File: src/rtl/spi_pkg.sv
// Shared SPI definitions: FSM state encoding and default timing constants,
// used by both the controller and the peripheral side.
package spi_pkg;

    localparam int unsigned CLK_DIV_DEF   = 32'd4;
    localparam int unsigned FRAME_LEN_DEF = 32'd16;
    localparam int unsigned PAUSE_DEF     = 32'd10;

    typedef enum logic [2:0] {
        IDLE  = 3'd0,
        SETUP = 3'd1,
        SHIFT = 3'd2,
        HOLD  = 3'd3,
        GAP   = 3'd4
    } spi_state_e;

    // Smallest counter width able to hold values 0..max_count-1.
    function automatic int unsigned cnt_width(input int unsigned max_count);
        return (max_count > 32'd1) ? $clog2(max_count) : 32'd1;
    endfunction

endpackage

File: src/rtl/spi_cfg_master_sck_gen.sv
// SCK generator: half-period counter with registered SCK and rise/fall strobes
// that flag the clk edge on which SCK is about to change.
module sck_gen
    import spi_pkg::*;
#(
    parameter int unsigned CLK_DIV = CLK_DIV_DEF
) (
    input  logic clk,
    input  logic rst,
    input  logic run,
    input  logic toggle_en,
    output logic sck,
    output logic tick,
    output logic rise,
    output logic fall
);

    localparam int unsigned     CW       = cnt_width(CLK_DIV);
    localparam logic [CW-1:0]   CNT_LAST = CW'(CLK_DIV - 32'd1);

    logic [CW-1:0] cnt_q;
    logic [CW-1:0] cnt_d;
    logic          sck_q;
    logic          sck_d;

    // Half-period tick, edge strobes and next counter/SCK values.
    always_comb begin
        tick = run && (cnt_q == CNT_LAST);
        rise = tick && toggle_en && !sck_q;
        fall = tick && toggle_en && sck_q;
        if (!run || tick) begin
            cnt_d = '0;
        end else begin
            cnt_d = cnt_q + CW'(1);
        end
        if (!toggle_en) begin
            sck_d = 1'b0;
        end else if (tick) begin
            sck_d = !sck_q;
        end else begin
            sck_d = sck_q;
        end
    end

    // Counter and SCK registers.
    always_ff @(posedge clk or negedge rst) begin
        if (!rst) begin
            cnt_q <= '0;
            sck_q <= 1'b0;
        end else begin
            cnt_q <= cnt_d;
            sck_q <= sck_d;
        end
    end

    assign sck = sck_q;

endmodule

File: src/rtl/spi_cfg_master.sv
// SPI mode-0 configuration master: sends one FRAME_LEN-bit frame MSB first per
// accepted start, captures CIPO in parallel, then enforces an inter-frame gap.
module spi_cfg_master
    import spi_pkg::*;
#(
    parameter int unsigned CLK_DIV   = CLK_DIV_DEF,
    parameter int unsigned FRAME_LEN = FRAME_LEN_DEF,
    parameter int unsigned PAUSE     = PAUSE_DEF
) (
    input  logic                 clk,
    input  logic                 rst,
    input  logic                 start,
    input  logic [FRAME_LEN-1:0] tx_data,
    output logic                 ready,
    output logic                 done,
    output logic [FRAME_LEN-1:0] rx_data,
    output logic                 SCK,
    output logic                 CS,
    output logic                 COPI,
    input  logic                 CIPO
);

    localparam int unsigned   BW       = cnt_width(FRAME_LEN);
    localparam int unsigned   PW       = cnt_width(PAUSE);
    localparam logic [BW-1:0] BIT_LAST = BW'(FRAME_LEN - 32'd1);
    localparam logic [PW-1:0] GAP_LAST = PW'(PAUSE - 32'd1);

    spi_state_e           state_q, state_d;
    logic [BW-1:0]        bit_q, bit_d;
    logic [PW-1:0]        gap_q, gap_d;
    logic [FRAME_LEN-1:0] tx_sh_q, tx_sh_d;
    logic [FRAME_LEN-1:0] rx_sh_q, rx_sh_d;
    logic [FRAME_LEN-1:0] rx_q, rx_d;
    logic                 ready_q, ready_d;
    logic                 done_q, done_d;
    logic                 cs_q, cs_d;

    logic accept_s;
    logic run_s;
    logic sck_s;
    logic tick_s;
    logic rise_s;
    logic fall_s;
    logic last_fall_s;

    assign accept_s    = start && ready_q && (state_q == IDLE);
    assign run_s       = (state_q == SETUP) || (state_q == SHIFT) || (state_q == HOLD);
    assign last_fall_s = fall_s && (bit_q == BIT_LAST);

    sck_gen #(
        .CLK_DIV (CLK_DIV)
    ) u_sck_gen (
        .clk       (clk),
        .rst       (rst),
        .run       (run_s),
        .toggle_en (state_q == SHIFT),
        .sck       (sck_s),
        .tick      (tick_s),
        .rise      (rise_s),
        .fall      (fall_s)
    );

    // FSM state register.
    always_ff @(posedge clk or negedge rst) begin
        if (!rst) begin
            state_q <= IDLE;
        end else begin
            state_q <= state_d;
        end
    end

    // FSM next-state logic.
    always_comb begin
        state_d = state_q;
        case (state_q)
            IDLE:    if (accept_s)          state_d = SETUP; else state_d = IDLE;
            SETUP:   if (tick_s)            state_d = SHIFT; else state_d = SETUP;
            SHIFT:   if (last_fall_s)       state_d = HOLD;  else state_d = SHIFT;
            HOLD:    if (tick_s)            state_d = GAP;   else state_d = HOLD;
            GAP:     if (gap_q == GAP_LAST) state_d = IDLE;  else state_d = GAP;
            default: state_d = IDLE;
        endcase
    end

    // FSM outputs; ready comes up one cycle after entering IDLE.
    always_comb begin
        ready_d = (state_q == IDLE) && !accept_s;
        done_d  = (state_q == HOLD) && tick_s;
        cs_d    = !((state_d == SETUP) || (state_d == SHIFT) || (state_d == HOLD));
    end

    // Datapath: shift registers, bit and gap counters, received frame.
    always_comb begin
        tx_sh_d = tx_sh_q;
        rx_sh_d = rx_sh_q;
        rx_d    = rx_q;
        bit_d   = bit_q;
        gap_d   = '0;
        if (accept_s) begin
            tx_sh_d = tx_data;
        end else if (fall_s && !last_fall_s) begin
            tx_sh_d = {tx_sh_q[FRAME_LEN-2:0], 1'b0};
        end else begin
            tx_sh_d = tx_sh_q;
        end
        if (rise_s) begin
            rx_sh_d = {rx_sh_q[FRAME_LEN-2:0], CIPO};
        end else begin
            rx_sh_d = rx_sh_q;
        end
        if ((state_q != SHIFT) || last_fall_s) begin
            bit_d = '0;
        end else if (fall_s) begin
            bit_d = bit_q + BW'(1);
        end else begin
            bit_d = bit_q;
        end
        if ((state_q == GAP) && (gap_q != GAP_LAST)) begin
            gap_d = gap_q + PW'(1);
        end else begin
            gap_d = '0;
        end
        if (done_d) begin
            rx_d = rx_sh_q;
        end else begin
            rx_d = rx_q;
        end
    end

    // Datapath and output registers.
    always_ff @(posedge clk or negedge rst) begin
        if (!rst) begin
            tx_sh_q <= '0;
            rx_sh_q <= '0;
            rx_q    <= '0;
            bit_q   <= '0;
            gap_q   <= '0;
            ready_q <= 1'b0;
            done_q  <= 1'b0;
            cs_q    <= 1'b1;
        end else begin
            tx_sh_q <= tx_sh_d;
            rx_sh_q <= rx_sh_d;
            rx_q    <= rx_d;
            bit_q   <= bit_d;
            gap_q   <= gap_d;
            ready_q <= ready_d;
            done_q  <= done_d;
            cs_q    <= cs_d;
        end
    end

    assign ready   = ready_q;
    assign done    = done_q;
    assign rx_data = rx_q;
    assign SCK     = sck_s;
    assign CS      = cs_q;
    assign COPI    = tx_sh_q[FRAME_LEN-1];

endmodule

File: config.mk
export PLATFORM = sky130hd
export DESIGN_NAME = spi_cfg_master
export DESIGN_NICKNAME = d
export VERILOG_FILES = /design/src/rtl/spi_pkg.sv /design/src/rtl/spi_cfg_master_sck_gen.sv /design/src/rtl/spi_cfg_master.sv
export SDC_FILE = /design/constraint.sdc
export NUM_CORES = 1
export LEC_CHECK = 0
export ABC_AREA = 1
export BUFFER_PORTS_ARGS = -buffer_cell sky130_fd_sc_hd__buf_2
export CAP_MARGIN = 10
export CELL_PAD_IN_SITES_DETAIL_PLACEMENT = 2
export CELL_PAD_IN_SITES_GLOBAL_PLACEMENT = 2
export CORE_ASPECT_RATIO = 0.9
export CORE_MARGIN = 8
export CORE_UTILIZATION = 37
export CTS_BUF_LIST = sky130_fd_sc_hd__clkbuf_8
export DETAILED_ROUTE_END_ITERATION = 10
export GPL_TIMING_DRIVEN = 0
export PLACE_DENSITY_LB_ADDON = 0.1
export SLEW_MARGIN = 20
export SYNTH_ARGS = -nofsm -noshare
export SYNTH_HDL_FRONTEND = slang
export SYNTH_HIERARCHICAL = 1
export SYNTH_SLANG_ARGS = --single-unit
File: constraint.sdc
create_clock -name clk -period 5.1 [get_ports clk]
set_clock_uncertainty 0.05 [all_clocks]
set_input_delay 0.255 -clock clk [delete_from_list [all_inputs] [get_ports clk]]
set_output_delay 0.255 -clock clk [all_outputs]
set_load 0.05 [all_outputs]
==> impl_metrics.tcl <==
set metrics [dict create \
    crit_arrival_ps 2570 \
    synth_top_cell_by_area "dfrtp_1" \
    numPortBuffers 40 \
    multi_input_area_um2 972 \
    yosys_warnings 6 \
    wl_per_cell_um 15.8 \
    postSynthAreaPerCell_um2 8.57 \
    core_um2 7540 \
    nNetsFinal 414 \
    register_area_um2 1630 \
    startpoint_type "flip-flop" \
    cts_tree "yes" \
    p_int_mw 0.757 \
    synth_cell_type_count 27 \
    num_rows 30 \
    cap_violations 0 \
    rsz0062_at_grt "false" \
    r2r_end "tx_sh_q[12]$_DFFE_PN0P_" \
    setup_slack_ps 2720 \
    crit_required_ps 5290 \
    p_total_mw 0.992 \
    die_h_um 99.8 \
    grt_max_degree 44 \
    finalSetupTns_ps 0 \
    ys_ff_latch 65 \
    firstDrtPassIters 4 \
    endpoint_kind "flip-flop" \
    die-width_um 109 \
    clock_latency_ps 350 \
    period_share_pct 46.8 \
    cts_buffers 9 \
    remaining_drc_errors 0 \
    pwr-share-clk_pct 45.1 \
    grt.total_usage_pct 15.5 \
    clk_pin_slew_worst_paths_ps 80 \
    status "complete, no violations" \
    synth_nets 361 \
    nFillCells 862 \
    routed_wl_mm 7.75 \
    power_density_nw_per_um2 288 \
    drive_above_1_share_pct 19.0 \
    relSlewSlack_pct 55.0 \
    cts_num_sinks 65 \
    first_iter_violations 49 \
    switchingPower_mw 0.235 \
    gr-total-overflow 0 \
    start_util_pct 38.3 \
    ioPinCount 41 \
    synthCells 337 \
    hold_ws_ps 84.6 \
    rr_worst_depth 10 \
    first_global_vias 2742 \
    antenna_left 0 \
    path_class "reg -> reg" \
    grt_antenna_before_repair 0 \
    synth_top_area_share_pct 55.5 \
    place_area_um2 3240 \
    pre_cts_slack_ps 2760 \
    p_comb_share_pct 2.6 \
    startpoint "state_q[1]$_DFF_PN0_" \
    period_minus_slack_ps 2380 \
    swShare_pct 23.7 \
    cts-resized-gates 0 \
    slew_viol_final 0 \
    design_area_um2 3450 \
    die_area_um2 10900 \
    holdPathStages 3 \
    endpoint "tx_sh_q[12]$_DFFE_PN0P_" \
    hp-class "in -> reg" \
    clockRootBuffer "clkbuf_8" \
    grt_pass1_wl_mm 13.3 \
    syn-cell-area_um2 2890 \
    vias 2382 \
    p_seq_share_pct 52.3 \
    diodes 0 \
    max_freq_mhz 419 \
    ys_seq_area_share_pct 56.4 \
    finalHoldViolations 0 \
    ir_worst_vdd_mv 0.161 \
    r2r-start "state_q[1]$_DFF_PN0_" \
    place_congestion 0.701 \
    p_leak_nw 1.81 \
    synth.top_cells.by_area "dfrtp_1 (55%), nand2_1 (12%), inv_1 (7.3%), o21ai_0 (5.9%), nand3_1 (3.5%)" \
    rrSetupSlack_ps 2720 \
    dp_hpwl_mm 5.43 \
    worstMarginPinSlew_ps 669 \
    synthToLayoutAreaGrowth_pct 19.4 \
    clock_path_buffers 2 \
    setup_viol 0 \
    worstPathMaxFanout 10 \
    htree_levels 3 \
    vias_per_cell 4.85 \
]
==> worst max-delay path, stage by stage, from the launching register on <==
cell and delay, ps:
dfrtp_1 430, inv_1 100, nor3_1 530, nand2_1 140, nor2_1 360, nand2_1 170, nand2_4 140, inv_2 90
buf_6 150, nand2_1 60, nand2_1 60
==> cells by family (layout without fill, tap and decap cells) <==
group / after synthesis / after routing / share of synthesized area [%]
AND/OR/NAND/NOR: 156 / 156 / 24.5
buffers and inverters: 72 / 130 / 9.97
adder cells (fa/ha/maj): 4 / 4 / 1.73
XOR/XNOR: 3 / 3 / 0.910
AO/OA/AOI/OAI: 37 / 37 / 6.54
flip-flops: 65 / 65 / 56.4
==> worst min-delay path by stage <==
stage	startpoint	to	slack (ps)
floorplan	rst	bit_q[0]$_DFFE_PN0P_	-90
global placement	u_sck_gen/cnt_q[0]$_DFF_PN0_	u_sck_gen/cnt_q[0]$_DFF_PN0_	370
detailed placement	rst	tx_sh_q[3]$_DFFE_PN0P_	140
CTS	CIPO	rx_sh_q[0]$_DFFE_PN0P_	60
global route	CIPO	rx_sh_q[0]$_DFFE_PN0P_	90
finish	CIPO	rx_sh_q[0]$_DFFE_PN0P_	80
==> metrics by stage <==
stage,utilization [%],std cells
detailed placement,42.9,474
global route,45.7,491
floorplan,-,337
finish,45.7,491
global placement,42.5,473
CTS,45.7,491
==> sequential cells by signal, indices dropped and copies added (netlist names) <==
name             cells
CS                   1
bit_q                4
done                 1
gap_q                4
ready                1
rx_data             16
rx_sh_q             16
state_q              3
tx_sh_q             16
u_sck_gen/cnt_q      2
u_sck_gen/sck        1
==> synth_stat cells, drive strengths merged <==
| library cell | n |
|---|---|
| xnor2 | 2 |
| dfrtp | 64 |
| nand4 | 16 |
| nor4 | 1 |
| nand2 | 96 |
| o21ai | 35 |
| nand3 | 21 |
| nor3 | 4 |
| buf | 7 |
| clkbuf | 5 |
| ha | 4 |
| inv | 59 |
| dfstp | 1 |
| nand3b | 1 |
| nor2 | 16 |
| xor2 | 1 |
| clkinv | 1 |
| nor3b | 1 |
| a21oi | 2 |
==> metal layers <==
metal	share of wire [%]	GRT usage [%]	wire, µm
met1	44	17.9	3400
met2	52	26.9	4010
met3	3.4	4.68	266
met4	0.89	4.73	69
met5	0	0	0
==> power by group through the flow <==
stage | logic (mW) | registers (mW) | clock network [mW]
after floorplan | 0.00400 | 0.529 | 0
after global routing | 0.0304 | 0.519 | 0.481
final | 0.0259 | 0.519 | 0.447
after global placement | 0.0229 | 0.529 | 0
after detailed placement | 0.0265 | 0.529 | 0
after CTS | 0.0272 | 0.519 | 0.467
==> repair_timing <==
action / 4_1_cts / 5_1_grt
setup endpoints to repair: 0 / 0
hold endpoints to repair: 22 / 0
buffers inserted: 0 / 0
hold buffers: 1 / 0
==> cell usage in the layout (no fill, tap or decap), drive strengths merged, types with 2 or more instances in the layout <==
cell type / count
buf: 48
dfrtp: 64
clkbuf: 14
xnor2: 2
nor3: 4
clkinvlp: 2
nand3: 21
o21ai: 35
inv: 62
a21oi: 2
ha: 4
nand4: 16
clkinv: 2
nand2: 96
nor2: 16
==> cell type report <==
class	count	share of cell area, %
flip-flops and latches	65	47.2
multi-input cells	200	28.2
repair buffers	42	6.97
inverters	60	6.53
clock buffers	9	3.59
well taps	96	3.48
clock inverters	7	2.21
plain buffers	12	1.81
(Power assumes the default switching activity.)
